--- config.mk ---
export PLATFORM = sky130hd
export DESIGN_NAME = hilo_muldiv
export DESIGN_NICKNAME = d
export VERILOG_FILES = /design/src/rtl/hilo_pkg.sv /design/src/rtl/muldiv_step.sv /design/src/rtl/hilo_muldiv.sv
export SDC_FILE = /design/constraint.sdc
export NUM_CORES = 1
export LEC_CHECK = 0
export CAP_MARGIN = 10
export CORE_ASPECT_RATIO = 0.8
export CORE_MARGIN = 2
export CORE_UTILIZATION = 55
export CTS_CLUSTER_DIAMETER = 120
export DETAILED_ROUTE_END_ITERATION = 8
export GPL_ROUTABILITY_DRIVEN = 0
export PLACE_DENSITY_LB_ADDON = 0.15
export RECOVER_POWER = 100
export SYNTH_ARGS = -nofsm -noshare
export SYNTH_HDL_FRONTEND = slang
export SYNTH_SLANG_ARGS = --single-unit
--- constraint.sdc ---
create_clock -name clk -period 4.7 [get_ports clk]
set_input_delay 1.41 -clock clk [delete_from_list [all_inputs] [get_ports clk]]
set_output_delay 1.41 -clock clk [all_outputs]
set_load 0.02 [all_outputs]
--- src/rtl/hilo_pkg.sv ---
// Shared definitions for the HI/LO multiply-divide unit: op codes, FSM states, iteration count.
// Pure declarations; no latency or flow control of its own.
package hilo_pkg;

  localparam int          ITER_COUNT = 32;
  localparam int          CNT_W      = $clog2(ITER_COUNT);
  localparam logic [31:0] DIV0_LO    = 32'hFFFF_FFFF;

  typedef enum logic [1:0] {
    OP_MULT  = 2'b00,
    OP_MULTU = 2'b01,
    OP_DIV   = 2'b10,
    OP_DIVU  = 2'b11
  } op_e;

  typedef enum logic [1:0] {
    IDLE = 2'b00,
    MUL  = 2'b01,
    DIV  = 2'b10,
    FIX  = 2'b11
  } state_e;

  function automatic logic [31:0] neg32(input logic [31:0] v);
    return ~v + 32'd1;
  endfunction

endpackage

--- src/rtl/muldiv_step.sv ---
// One iteration of shift-add multiply or restoring divide; purely combinational.
// Zero latency; no flow control, the owning FSM decides when the result is taken.
module muldiv_step (
  input  logic        is_div_i,
  input  logic [63:0] acc_i,
  input  logic [31:0] rem_i,
  input  logic [31:0] opnd_i,
  output logic [63:0] acc_o,
  output logic [31:0] rem_o
);

  logic [32:0] mul_sum;
  logic [32:0] part_rem;
  logic [33:0] diff;

  always_comb begin
    mul_sum  = {1'b0, acc_i[63:32]} + (acc_i[0] ? {1'b0, opnd_i} : 33'd0);
    // 33-bit partial remainder: previous remainder shifted left, next dividend bit in
    part_rem = {rem_i, acc_i[31]};
    diff     = {1'b0, part_rem} - {2'b00, opnd_i};
    acc_o    = acc_i;
    rem_o    = rem_i;
    if (is_div_i) begin
      if (diff[33]) begin
        rem_o = part_rem[31:0];
        acc_o = {acc_i[63:32], acc_i[30:0], 1'b0};
      end else begin
        rem_o = diff[31:0];
        acc_o = {acc_i[63:32], acc_i[30:0], 1'b1};
      end
    end else begin
      acc_o = {mul_sum, acc_i[31:1]};
    end
  end

endmodule

--- src/rtl/hilo_muldiv.sv ---
// Iterative MULT/MULTU/DIV/DIVU unit owning the HI/LO registers; 34 cycles start-to-done, 2 for divide-by-zero.
// busy is high while an operation runs; start and MTHI/MTLO strobes are ignored until it drops.
module hilo_muldiv
  import hilo_pkg::*;
(
  input  logic        clk,
  input  logic        rst_n,
  input  logic        start,
  input  logic [1:0]  op,
  input  logic [31:0] src_a,
  input  logic [31:0] src_b,
  input  logic        hi_write,
  input  logic        lo_write,
  input  logic [31:0] wdata,
  output logic [31:0] hi,
  output logic [31:0] lo,
  output logic        busy,
  output logic        done
);

  localparam logic [CNT_W-1:0] LAST_ITER = CNT_W'(ITER_COUNT - 1);

  state_e           state_q;
  logic [CNT_W-1:0] cnt_q;
  logic [63:0]      acc_q;
  logic [31:0]      rem_q;
  logic [31:0]      opnd_q;
  logic [31:0]      hi_q;
  logic [31:0]      lo_q;
  logic             div_q;
  logic             dz_q;
  logic             qneg_q;
  logic             rneg_q;
  logic             busy_q;
  logic             done_q;

  op_e         op_in;
  logic        op_signed;
  logic        op_div;
  logic        b_zero;
  logic [31:0] a_mag;
  logic [31:0] b_mag;
  logic [63:0] step_acc;
  logic [31:0] step_rem;
  logic [63:0] prod_fix;
  logic [31:0] quo_fix;
  logic [31:0] rem_fix;
  logic [31:0] hi_res;
  logic [31:0] lo_res;

  assign op_in     = op_e'(op);
  assign op_signed = (op_in == OP_MULT) || (op_in == OP_DIV);
  assign op_div    = (op_in == OP_DIV)  || (op_in == OP_DIVU);
  assign b_zero    = (src_b == 32'd0);
  assign a_mag     = (op_signed && src_a[31]) ? neg32(src_a) : src_a;
  assign b_mag     = (op_signed && src_b[31]) ? neg32(src_b) : src_b;

  muldiv_step u_step (
    .is_div_i (div_q),
    .acc_i    (acc_q),
    .rem_i    (rem_q),
    .opnd_i   (opnd_q),
    .acc_o    (step_acc),
    .rem_o    (step_rem)
  );

  // Sign correction applied to the magnitude result while in FIX
  always_comb begin
    prod_fix = qneg_q ? (~acc_q + 64'd1) : acc_q;
    quo_fix  = qneg_q ? neg32(acc_q[31:0]) : acc_q[31:0];
    rem_fix  = rneg_q ? neg32(rem_q) : rem_q;
    hi_res   = prod_fix[63:32];
    lo_res   = prod_fix[31:0];
    if (div_q) begin
      if (dz_q) begin
        hi_res = acc_q[31:0];
        lo_res = DIV0_LO;
      end else begin
        hi_res = rem_fix;
        lo_res = quo_fix;
      end
    end
  end

  always_ff @(posedge clk or negedge rst_n) begin
    if (!rst_n) begin
      state_q <= IDLE;
      cnt_q   <= '0;
      acc_q   <= '0;
      rem_q   <= '0;
      opnd_q  <= '0;
      hi_q    <= '0;
      lo_q    <= '0;
      div_q   <= 1'b0;
      dz_q    <= 1'b0;
      qneg_q  <= 1'b0;
      rneg_q  <= 1'b0;
      busy_q  <= 1'b0;
      done_q  <= 1'b0;
    end else begin
      done_q <= 1'b0;
      case (state_q)
        IDLE: begin
          if (hi_write) hi_q <= wdata;
          if (lo_write) lo_q <= wdata;
          if (start) begin
            cnt_q  <= '0;
            rem_q  <= '0;
            opnd_q <= b_mag;
            div_q  <= op_div;
            busy_q <= 1'b1;
            if (op_div && b_zero) begin
              // raw dividend parked in acc so FIX can return it as HI
              acc_q   <= {32'd0, src_a};
              dz_q    <= 1'b1;
              qneg_q  <= 1'b0;
              rneg_q  <= 1'b0;
              state_q <= FIX;
            end else begin
              acc_q   <= {32'd0, a_mag};
              dz_q    <= 1'b0;
              qneg_q  <= op_signed & (src_a[31] ^ src_b[31]);
              rneg_q  <= op_signed & src_a[31];
              state_q <= op_div ? DIV : MUL;
            end
          end
        end
        MUL, DIV: begin
          acc_q <= step_acc;
          rem_q <= step_rem;
          cnt_q <= cnt_q + 1'b1;
          if (cnt_q == LAST_ITER) state_q <= FIX;
        end
        FIX: begin
          hi_q    <= hi_res;
          lo_q    <= lo_res;
          cnt_q   <= '0;
          busy_q  <= 1'b0;
          done_q  <= 1'b1;
          state_q <= IDLE;
        end
        default: state_q <= IDLE;
      endcase
    end
  end

  assign hi   = hi_q;
  assign lo   = lo_q;
  assign busy = busy_q;
  assign done = done_q;

endmodule

==> results.py, run 1 <==
metrics = {
    "run_status": {
        "status": "finished with violations",
        "violations": "max-capacitance violations, max-slew violations",
    },
    "timing": {
        "rsz0062_at_grt": "no",
        "worstMarginPinSlew_ns": 2.69,
        "final.setup_skew_ns": 0.0156,
        "whs_ns": 0.471,
        "period_minus_slack_ns": 4.44,
        "fin_crit_sh_pct": 94.4,
        "hold_viol_final": 0,
        "slew_headroom_pct": -79.1,
        "setup_viol": 0,
        "layout_setup_ws_ns": 0.263,
        "fmax_ghz": 0.225,
        "final_max_slew_viol_count": 149,
    },
    "synthesis": {
        "syn_area_per_cell_sq_um": 8.00,
        "synth_edf_count": 0,
        "async_flop_share_pct": 100,
        "synthesis.area_sq_um": 16200,
        "netlist_top_cells_area": "dfrtp_1 (32%), o21ai_0 (8.2%), nand2_1 (6.4%)",
        "synth_cells": 2024,
        "synth-seq-area-share_pct": 31.7,
        "synth_cell_types": 71,
        "synth_area_leader_cell": "dfrtp_1",
        "synthFlopType": "dfrtp_1",
        "syn-num-nets": 2201,
        "synth-seq-cells": 205,
        "synth_top_area_share_pct": 31.7,
        "yosysWarnings": 0,
    },
    "floorplan": {
        "ioPinCount": 169,
        "initial_core_util_pct": 55.6,
        "core-area_sq_um": 29100,
        "die_y_um": 157,
        "dieArea_sq_um": 30800,
        "rows": 56,
        "die_w_um": 196,
    },
    "layout": {
        "nNetsFinal": 2322,
        "mostFrequentLayoutCell": "nand2_1",
        "syn_to_final_growth_pct": 16.3,
        "layout-drive-gt1-share_pct": 4.12,
        "fill_cells": 2551,
        "post-route-util_pct": 64.6,
        "mostFrequentLayoutCells": "nand2_1 (276), o21ai_0 (264), dfrtp_1 (204), nor2_1 (123), a21oi_1 (118)",
    },
    "detailed_routing": {
        "vias": 16300,
        "ant_nets": 0,
        "routedWlPerCell_um": 21.4,
        "drcViolationCount": 0,
        "viasPerCell": 6.44,
        "dr.pass1.iters": 6,
        "drt_iter0_markers": 1941,
        "drt_wl_total_um": 54300,
    },
    "global_routing": {
        "antenna_found_initial": 2,
        "track_usage_pct": 35.0,
        "top_usage_layer": "met2",
        "grt_overflow": 0,
        "grt_use_met2_pct": 50.6,
        "grt_pass1_wl_um": 84900,
        "grt_util_met3_pct": 9.21,
        "grt_pass1_vias": 15100,
        "met1_usage_pct": 50.1,
        "grt_max_degree": 104,
    },
    "clock_tree": {
        "cts_resized": 0,
        "cts_tree": "built",
        "cts_inserted_buffers": 23,
        "post_cts_buffers": 0,
        "cts_root_buffer": "clkbuf_16",
        "clkTransAtPathRegs_ns": 0.06,
        "cts_buffer_depth": 3,
        "cts_max_level": 1,
        "cts_sinks": 205,
        "clkLatencyLatePin_ns": 0.53,
        "postCtsHoldBufs": 0,
    },
    "critical_path": {
        "arrival_ns": 4.86,
        "cp-end-kind": "register",
        "crit_fanout": 7,
        "worstSetupPathType": "reg2reg",
        "cp.required_ns": 5.12,
        "reg2reg_depth": 10,
        "start_kind": "register",
    },
    "pwr": {
        "vdd_drop_max_mv": 0.366,
        "power_mw": 14.6,
        "p_leak_nw": 7.91,
        "power_density_nw_per_um2": 775,
    },
    "min_path": {
        "min_path_cells": 2,
        "min_path_type": "reg2reg",
    },
    "placed_design": {
        "io_buffers": 168,
        "post-place-ws_ns": -0.0903,
        "hpwlAfterDp_um": 42000,
    },
    "job": {
        "maxCapViolCount": 2,
    },
}
## per-stage QoR
| stage | area, sq um | instances | setup TNS (ns) |
|---|---|---|---|
| 2_1_floorplan | 16200 | 2024 | 0 |
| 3_3_place_gp | 18300 | 2497 | 0 |
| 3_5_place_dp | 18300 | 2497 | -1.12 |
| 4_1_cts | 19000 | 2536 | 0 |
| 5_1_grt | 18800 | 2536 | 0 |
| 6_report | 18800 | 2537 | 0 |
## synthesized netlist by cell type, types with 14 or more instances
| master | instances |
|---|---|
| a211oi_1 | 14 |
| a21o_1 | 18 |
| a21oi_1 | 120 |
| clkbuf_1 | 104 |
| dfrtp_1 | 205 |
| ha_1 | 72 |
| inv_1 | 69 |
| mux2i_1 | 74 |
| nand2_1 | 276 |
| nand2b_1 | 15 |
| nand3_1 | 16 |
| nor2_1 | 123 |
| nor2b_1 | 18 |
| nor3_1 | 69 |
| nor4_1 | 15 |
| o211ai_1 | 20 |
| o21ai_0 | 264 |
| o22ai_1 | 36 |
| o31ai_1 | 51 |
| o41ai_1 | 17 |
| or3_1 | 36 |
| or4_1 | 15 |
| xnor2_1 | 100 |
| xor2_1 | 99 |
## cell type report
cell class	count	area (sq um)	area share, %
Multi-Input combinational cell	1629	10300	54.8
Clock buffer	35	651	3.45
Timing Repair Buffer	217	1980	10.5
Tap cell	377	472	2.50
Inverter	69	259	1.37
Sequential cell	205	5130	27.2
Antenna cell	1	2.50	0.0133
Clock inverter	4	23.8	0.126
## metal layers
| metal | vias to the layer above | share of wire [%] |
|---|---|---|
| met1 | 7758 | 43 |
| met5 | - | 0 |
| met2 | 886 | 41 |
| met3 | 140 | 12 |
| li1 | 7543 | - |
| met4 | 0 | 4.2 |
## path summary, 6_finish.rpt
check                      startpoint         to  slack (ns)
setup / recovery             acc_q[5]     hi[29]        0.26
hold / removal                 hi[11]     hi[11]        0.47
setup reg to reg             acc_q[5]     hi[29]        0.26
hold reg to reg                hi[11]     hi[11]        0.47
max in group asynchronous       rst_n  acc_q[15]        0.93
min in group asynchronous       rst_n   rem_q[7]        1.72
## flip-flops by register name, indices dropped and copies added, names as in the netlist
| register | cells |
|---|---|
| cnt_q | 5 |
| state_q | 2 |
| qneg_q | 1 |
| dz_q | 1 |
| acc_q | 64 |
| div_q | 1 |
| lo | 32 |
| busy | 1 |
| rneg_q | 1 |
| opnd_q | 32 |
| hi | 32 |
| rem_q | 32 |
| done | 1 |
## power breakdown
part	total (mW)	internal [mW]	switching, mW
logic	9.33	3.56	5.77
registers	3.60	2.55	1.04
clock network	1.68	0.948	0.734
## worst max-delay path: stages (launching register included)
cell,delay (ns)
dfrtp_1,0.52
nor4_1,0.99
nand4_1,0.16
clkbuf_1,0.23
or3_1,0.52
or4_1,0.63
or3_1,0.41
o41ai_1,0.33
xor2_1,0.24
nand2_1,0.09
a22o_1,0.21
## cells by family after synthesis
logic type	synth area share, %
compound gates	24.0
xor+xnor	10.8
fa+ha+maj	5.81
buf+inv	4.56
flops	31.7
mux	4.92
simple gates	18.3
(Power assumes the default switching activity.)
==> run 2: changes to the inputs <==
Settings changed: CORE_MARGIN 2 to not set, SETUP_SLACK_MARGIN set to 0.2.
==> results.py, run 2 (synthesis results as in run 1) <==
metrics = {
    "run_status": {
        "status": "finished with violations",
        "violations": "max-capacitance violations, max-slew violations",
    },
    "placed_design": {
        "hpwlAfterDp_um": 41700,
        "io_buffers": 168,
        "placed_cell_area_sq_um": 18300,
        "post-place-cells": 2490,
    },
    "timing": {
        "fmax_ghz": 0.224,
        "hold_viol_final": 0,
        "worstMarginPinSlew_ns": 2.34,
        "slew_headroom_pct": -56.1,
        "final_max_slew_viol_count": 132,
        "setup_viol": 0,
        "rsz0062_at_grt": "no",
        "period_minus_slack_ns": 4.46,
        "final.setup_skew_ns": 0.00966,
        "whs_ns": 0.474,
        "fin_crit_sh_pct": 95.0,
    },
    "detailed_routing": {
        "routedWlPerCell_um": 21.4,
        "ant_nets": 0,
        "drt_wl_total_um": 54200,
        "drcViolationCount": 0,
        "dr.pass1.iters": 6,
        "vias": 16400,
        "drt_iter0_markers": 1970,
        "viasPerCell": 6.46,
    },
    "critical_path": {
        "worstSetupPathType": "reg2reg",
        "arrival_ns": 4.89,
        "cp-end-kind": "register",
        "max_stage_delay_ns": 1.07,
        "crit_fanout": 7,
        "cp_slowest_cell": "nor4_1",
        "cp.required_ns": 5.13,
        "start_kind": "register",
        "worstPathCellList": "nor4_1 > nand4_1 > clkbuf_1 > or3_1 > or4_1 > or3_1 > o41ai_2 > xor2_1 > nand2_1 > a22o_1",
        "crit_path_frequent_cell": "or3_1",
    },
    "layout": {
        "seq_area_sq_um": 5130,
        "n_antenna_cell": 0,
        "fill_cells": 2416,
        "final_area_sq_um": 19000,
        "post-route-util_pct": 66.3,
        "multi_input_area_sq_um": 10300,
        "top_register": "acc_q",
        "largest_reg_flops": 64,
        "layout-drive-gt1-share_pct": 4.72,
        "syn_to_final_growth_pct": 17.2,
        "mostFrequentLayoutCells": "nand2_1 (276), o21ai_0 (264), dfrtp_1 (203), nor2_1 (123), a21oi_1 (119)",
        "instances_no_fill": 2533,
        "nNetsFinal": 2323,
        "mostFrequentLayoutCell": "nand2_1",
    },
    "floorplan": {
        "dieArea_sq_um": 30100,
        "initial_core_util_pct": 56.6,
        "die_y_um": 155,
        "core-area_sq_um": 28600,
        "die_w_um": 194,
        "rows": 55,
        "ioPinCount": 169,
    },
    "global_routing": {
        "grt_pass1_wl_um": 83700,
        "grt_pass1_vias": 14800,
        "grt_overflow": 0,
        "grt_max_degree": 88,
        "antenna_found_initial": 1,
        "track_usage_pct": 35.2,
    },
    "pwr": {
        "vdd_drop_max_mv": 0.325,
        "power_frac_seq_pct": 24.4,
        "pwr-share-comb_pct": 62.7,
        "p_sw_share_pct": 51.1,
        "power_frac_clock_pct": 12.9,
        "p_leak_nw": 7.99,
        "p_int_mw": 7.26,
        "power_density_nw_per_um2": 781,
        "p_sw_mw": 7.57,
    },
    "clock_tree": {
        "clkLatencyLatePin_ns": 0.53,
        "cts_inserted_buffers": 24,
        "cts_max_level": 1,
        "cts_buffer_depth": 3,
        "cts_tree": "built",
        "cts_root_buffer": "clkbuf_16",
        "cts_sinks": 205,
        "clkTransAtPathRegs_ns": 0.06,
        "post_cts_buffers": 0,
    },
    "min_path": {
        "min_path_type": "reg2reg",
    },
    "job": {
        "maxCapViolCount": 2,
    },
}
## run 2: changes by cell type in the layout (fill, tap and decap cells not counted), sizes merged
cell	before	now
clkinvlp	0	1
inv	70	69
buf	30	36
clkdlybuf4s50	99	98
dlygate4sd3	68	69
bufinv	0	1
diode	1	0
clkbuf	55	52
## run 2: worst max-delay path: cells and delay by family, from the launching register on
family          cells  cell delay [ns]
buf+inv             1             0.27
xor+xnor            1             0.24
compound gates      2             0.44
flops               1             0.52
simple gates        6             2.89
## run 2: power groups by stage
| stage | Clock [mW] | Combinational [mW] | Sequential [mW] |
|---|---|---|---|
| 3_3_place_gp | 0 | 8.95 | 3.56 |
| 4_1_cts | 1.91 | 9.21 | 3.57 |
| 2_1_floorplan | 0 | 6.35 | 3.42 |
| 6_report | 1.91 | 9.30 | 3.62 |
| 5_1_grt | 1.98 | 10.1 | 3.69 |
| 3_5_place_dp | 0 | 9.17 | 3.60 |
## run 2: worst paths after layout
check / depth (start not counted) / endpoint / from / slack (ns)
worst min-delay path: 2 / lo[12] / lo[12] / 0.47
worst min register to register: 2 / lo[12] / lo[12] / 0.47
worst max register to register: 10 / hi[29] / acc_q[5] / 0.24
max in group asynchronous: 2 / acc_q[57] / rst_n / 1.19
worst max-delay path: 10 / hi[29] / acc_q[5] / 0.24
min in group asynchronous: 1 / rem_q[5] / rst_n / 1.54
## run 2: metrics by stage
stage | setup WS [ns] | setup TNS (ns) | total power [mW]
after detailed placement | -0.0689 | -0.850 | 12.8
after CTS | 0.356 | 0 | 14.7
after global routing | 0.147 | 0 | 15.8
after global placement | 0.0718 | 0 | 12.5
after floorplan | 0.694 | 0 | 9.77
final | 0.236 | 0 | 14.8
## run 2: routing by layer
metal | wire (um) | GRT usage [%] | up-vias
met5 | 0 | 0 | -
li1 | - | - | 7541
met2 | 22500 | 52.3 | 901
met4 | 1840 | 10.6 | 0
met3 | 6390 | 8.39 | 140
met1 | 23500 | 50.8 | 7783
## run 2: layout make-up
type / instances / area share (%)
clock buffers: 38 / 3.87
clock inverters: 5 / 0.277
inverters: 69 / 1.36
multi-input cells: 1629 / 54.4
flip-flops and latches: 205 / 27.0
well taps: 370 / 2.44
repair buffers: 217 / 10.6
## run 2: timing repair
| action | in CTS | in global routing |
|---|---|---|
| gates resized for setup | 0 | 1 |
| hold buffers | 0 | 0 |
| setup endpoints to repair | 0 | 12 |
==> run 3: changes to the inputs <==
Settings changed: CORE_UTILIZATION 55 to 30, CTS_CLUSTER_SIZE set to 28.
==> results.py, run 3 (synthesis results as in run 1) <==
metrics = {
    "detailed_routing": {
        "wl_met3_um": 3400,
        "routedWlPerCell_um": 21.5,
        "dr.pass1.iters": 6,
        "drt-met1-wl_um": 29800,
        "routed.top_layer": "met4",
        "vias": 15800,
        "wl_met2_um": 26800,
        "viasPerCell": 5.56,
        "drt_iter0_markers": 1526,
        "ant_nets": 0,
        "drt_wl_total_um": 61000,
        "drcViolationCount": 0,
    },
    "global_routing": {
        "grt_pass1_wl_um": 92900,
        "grt_max_degree": 80,
        "grt_overflow": 0,
        "track_usage_pct": 22.0,
        "grt_pass1_vias": 14800,
        "antenna_found_initial": 3,
    },
    "critical_path": {
        "cp.required_ns": 5.07,
        "cp-end-kind": "register",
        "arrival_ns": 4.63,
        "reg2reg_depth": 12,
        "worstSetupPathType": "in2reg",
        "start_kind": "input pin",
        "crit_fanout": 23,
    },
    "pwr": {
        "p_leak_nw": 7.80,
        "power_frac_clock_pct": 9.1,
        "p_sw_share_pct": 53.2,
        "power_mw": 14.2,
        "power_density_nw_per_um2": 745,
        "vdd_drop_max_mv": 0.277,
        "p_sw_mw": 7.53,
        "p_int_mw": 6.63,
        "power_frac_seq_pct": 26.1,
        "pwr-share-comb_pct": 64.8,
    },
    "layout": {
        "layout-drive-gt1-share_pct": 3.93,
        "instances_no_fill": 2834,
        "top_register": "acc_q",
        "mostFrequentLayoutCells": "nand2_1 (276), o21ai_0 (264), dfrtp_1 (202), nor2_1 (123), a21oi_1 (119)",
        "fill_cells": 5603,
        "nNetsFinal": 2310,
        "mostFrequentLayoutCell": "nand2_1",
        "syn_to_final_growth_pct": 17.4,
        "largest_reg_flops": 64,
    },
    "floorplan": {
        "rows": 75,
        "core-area_sq_um": 52800,
        "die_w_um": 262,
        "dieArea_sq_um": 54900,
        "die_y_um": 210,
        "initial_core_util_pct": 30.7,
        "ioPinCount": 169,
    },
    "clock_tree": {
        "cts_tree": "built",
        "cts_max_level": 1,
        "cts_sinks": 205,
        "clkTransAtPathRegs_ns": 0.12,
        "cts_root_buffer": "clkbuf_16",
        "cts_buffer_depth": 3,
        "cts_resized": 0,
        "clkLatencyLatePin_ns": 0.53,
        "post_cts_buffers": 0,
        "cts_inserted_buffers": 12,
        "postCtsHoldBufs": 0,
    },
    "timing": {
        "worstMarginPinSlew_ns": 2.24,
        "fin_crit_sh_pct": 90.6,
        "period_minus_slack_ns": 4.26,
        "final.setup_skew_ns": 0.0450,
        "slew_headroom_pct": -49.2,
        "final_max_slew_viol_count": 203,
        "fmax_ghz": 0.235,
        "whs_ns": 0.485,
        "layout_setup_ws_ns": 0.443,
        "hold_viol_final": 0,
        "setup_tns_ns": 0,
        "setup_viol": 0,
        "rsz0062_at_grt": "no",
    },
    "placed_design": {
        "post-place-cells": 2812,
        "post-place-ws_ns": 0.0117,
        "hpwlAfterDp_um": 48100,
        "io_buffers": 168,
    },
    "run_status": {
        "violations": "max-capacitance violations, max-slew violations",
        "status": "finished with violations",
    },
    "min_path": {
        "min_path_type": "reg2reg",
        "min_path_cells": 2,
    },
    "job": {
        "maxCapViolCount": 4,
    },
}
run 3: layer usage:
layer | GRT usage [%] | vias up
met3 | 2.87 | 56
met2 | 33.2 | 421
li1 | - | 7520
met1 | 33.6 | 7773
met4 | 3.49 | 0
met5 | 0 | -
run 3: path summary, 6_finish.rpt:
kind                                start        end  slack, ns
worst max register to register  acc_q[31]  rem_q[28]       0.50
worst min-delay path                lo[8]      lo[8]       0.49
min in group asynchronous           rst_n     hi[26]       1.55
max in group asynchronous           rst_n  rem_q[11]       1.20
worst min register to register      lo[8]      lo[8]       0.49
worst max-delay path             src_b[3]  acc_q[22]       0.44
run 3: through the flow:
step                utilization (%)  area, sq um
floorplan                         -        16200
global placement               35.4        18700
detailed placement             35.4        18700
CTS                            36.1        19100
global route                   36.0        19000
finish                         36.0        19000
run 3: power by group through the flow:
stage | clock network [mW] | registers, mW | logic (mW)
floorplan | 0 | 3.42 | 6.35
global route | 1.37 | 3.80 | 10.2
global placement | 0 | 3.71 | 9.17
detailed placement | 0 | 3.73 | 9.25
CTS | 1.33 | 3.69 | 9.28
finish | 1.29 | 3.69 | 9.18
run 3: final cells by class:
cell class              instances  area, sq um  area share [%]
diodes                          2         5.00          0.0263
repair buffers                216         2020            10.6
clock inverters                 4         52.6           0.276
flip-flops and latches        205         5130            27.0
well taps                     693          867            4.56
multi-input cells            1629        10300            54.3
inverters                      69          259            1.36
clock buffers                  16          347            1.82
run 3: critical path, cell delays in order:
cell and delay (ns):
clkdlybuf4s50_1 0.47, or4_1 0.61, nor4bb_1 0.36, clkbuf_1 0.24, nand4_1 0.17, nor3_1 0.20
buf_4 0.17, a21oi_1 0.15, and2_0 0.22, buf_4 0.21, o21ai_0 0.13, xor2_1 0.18
o21ai_0 0.09
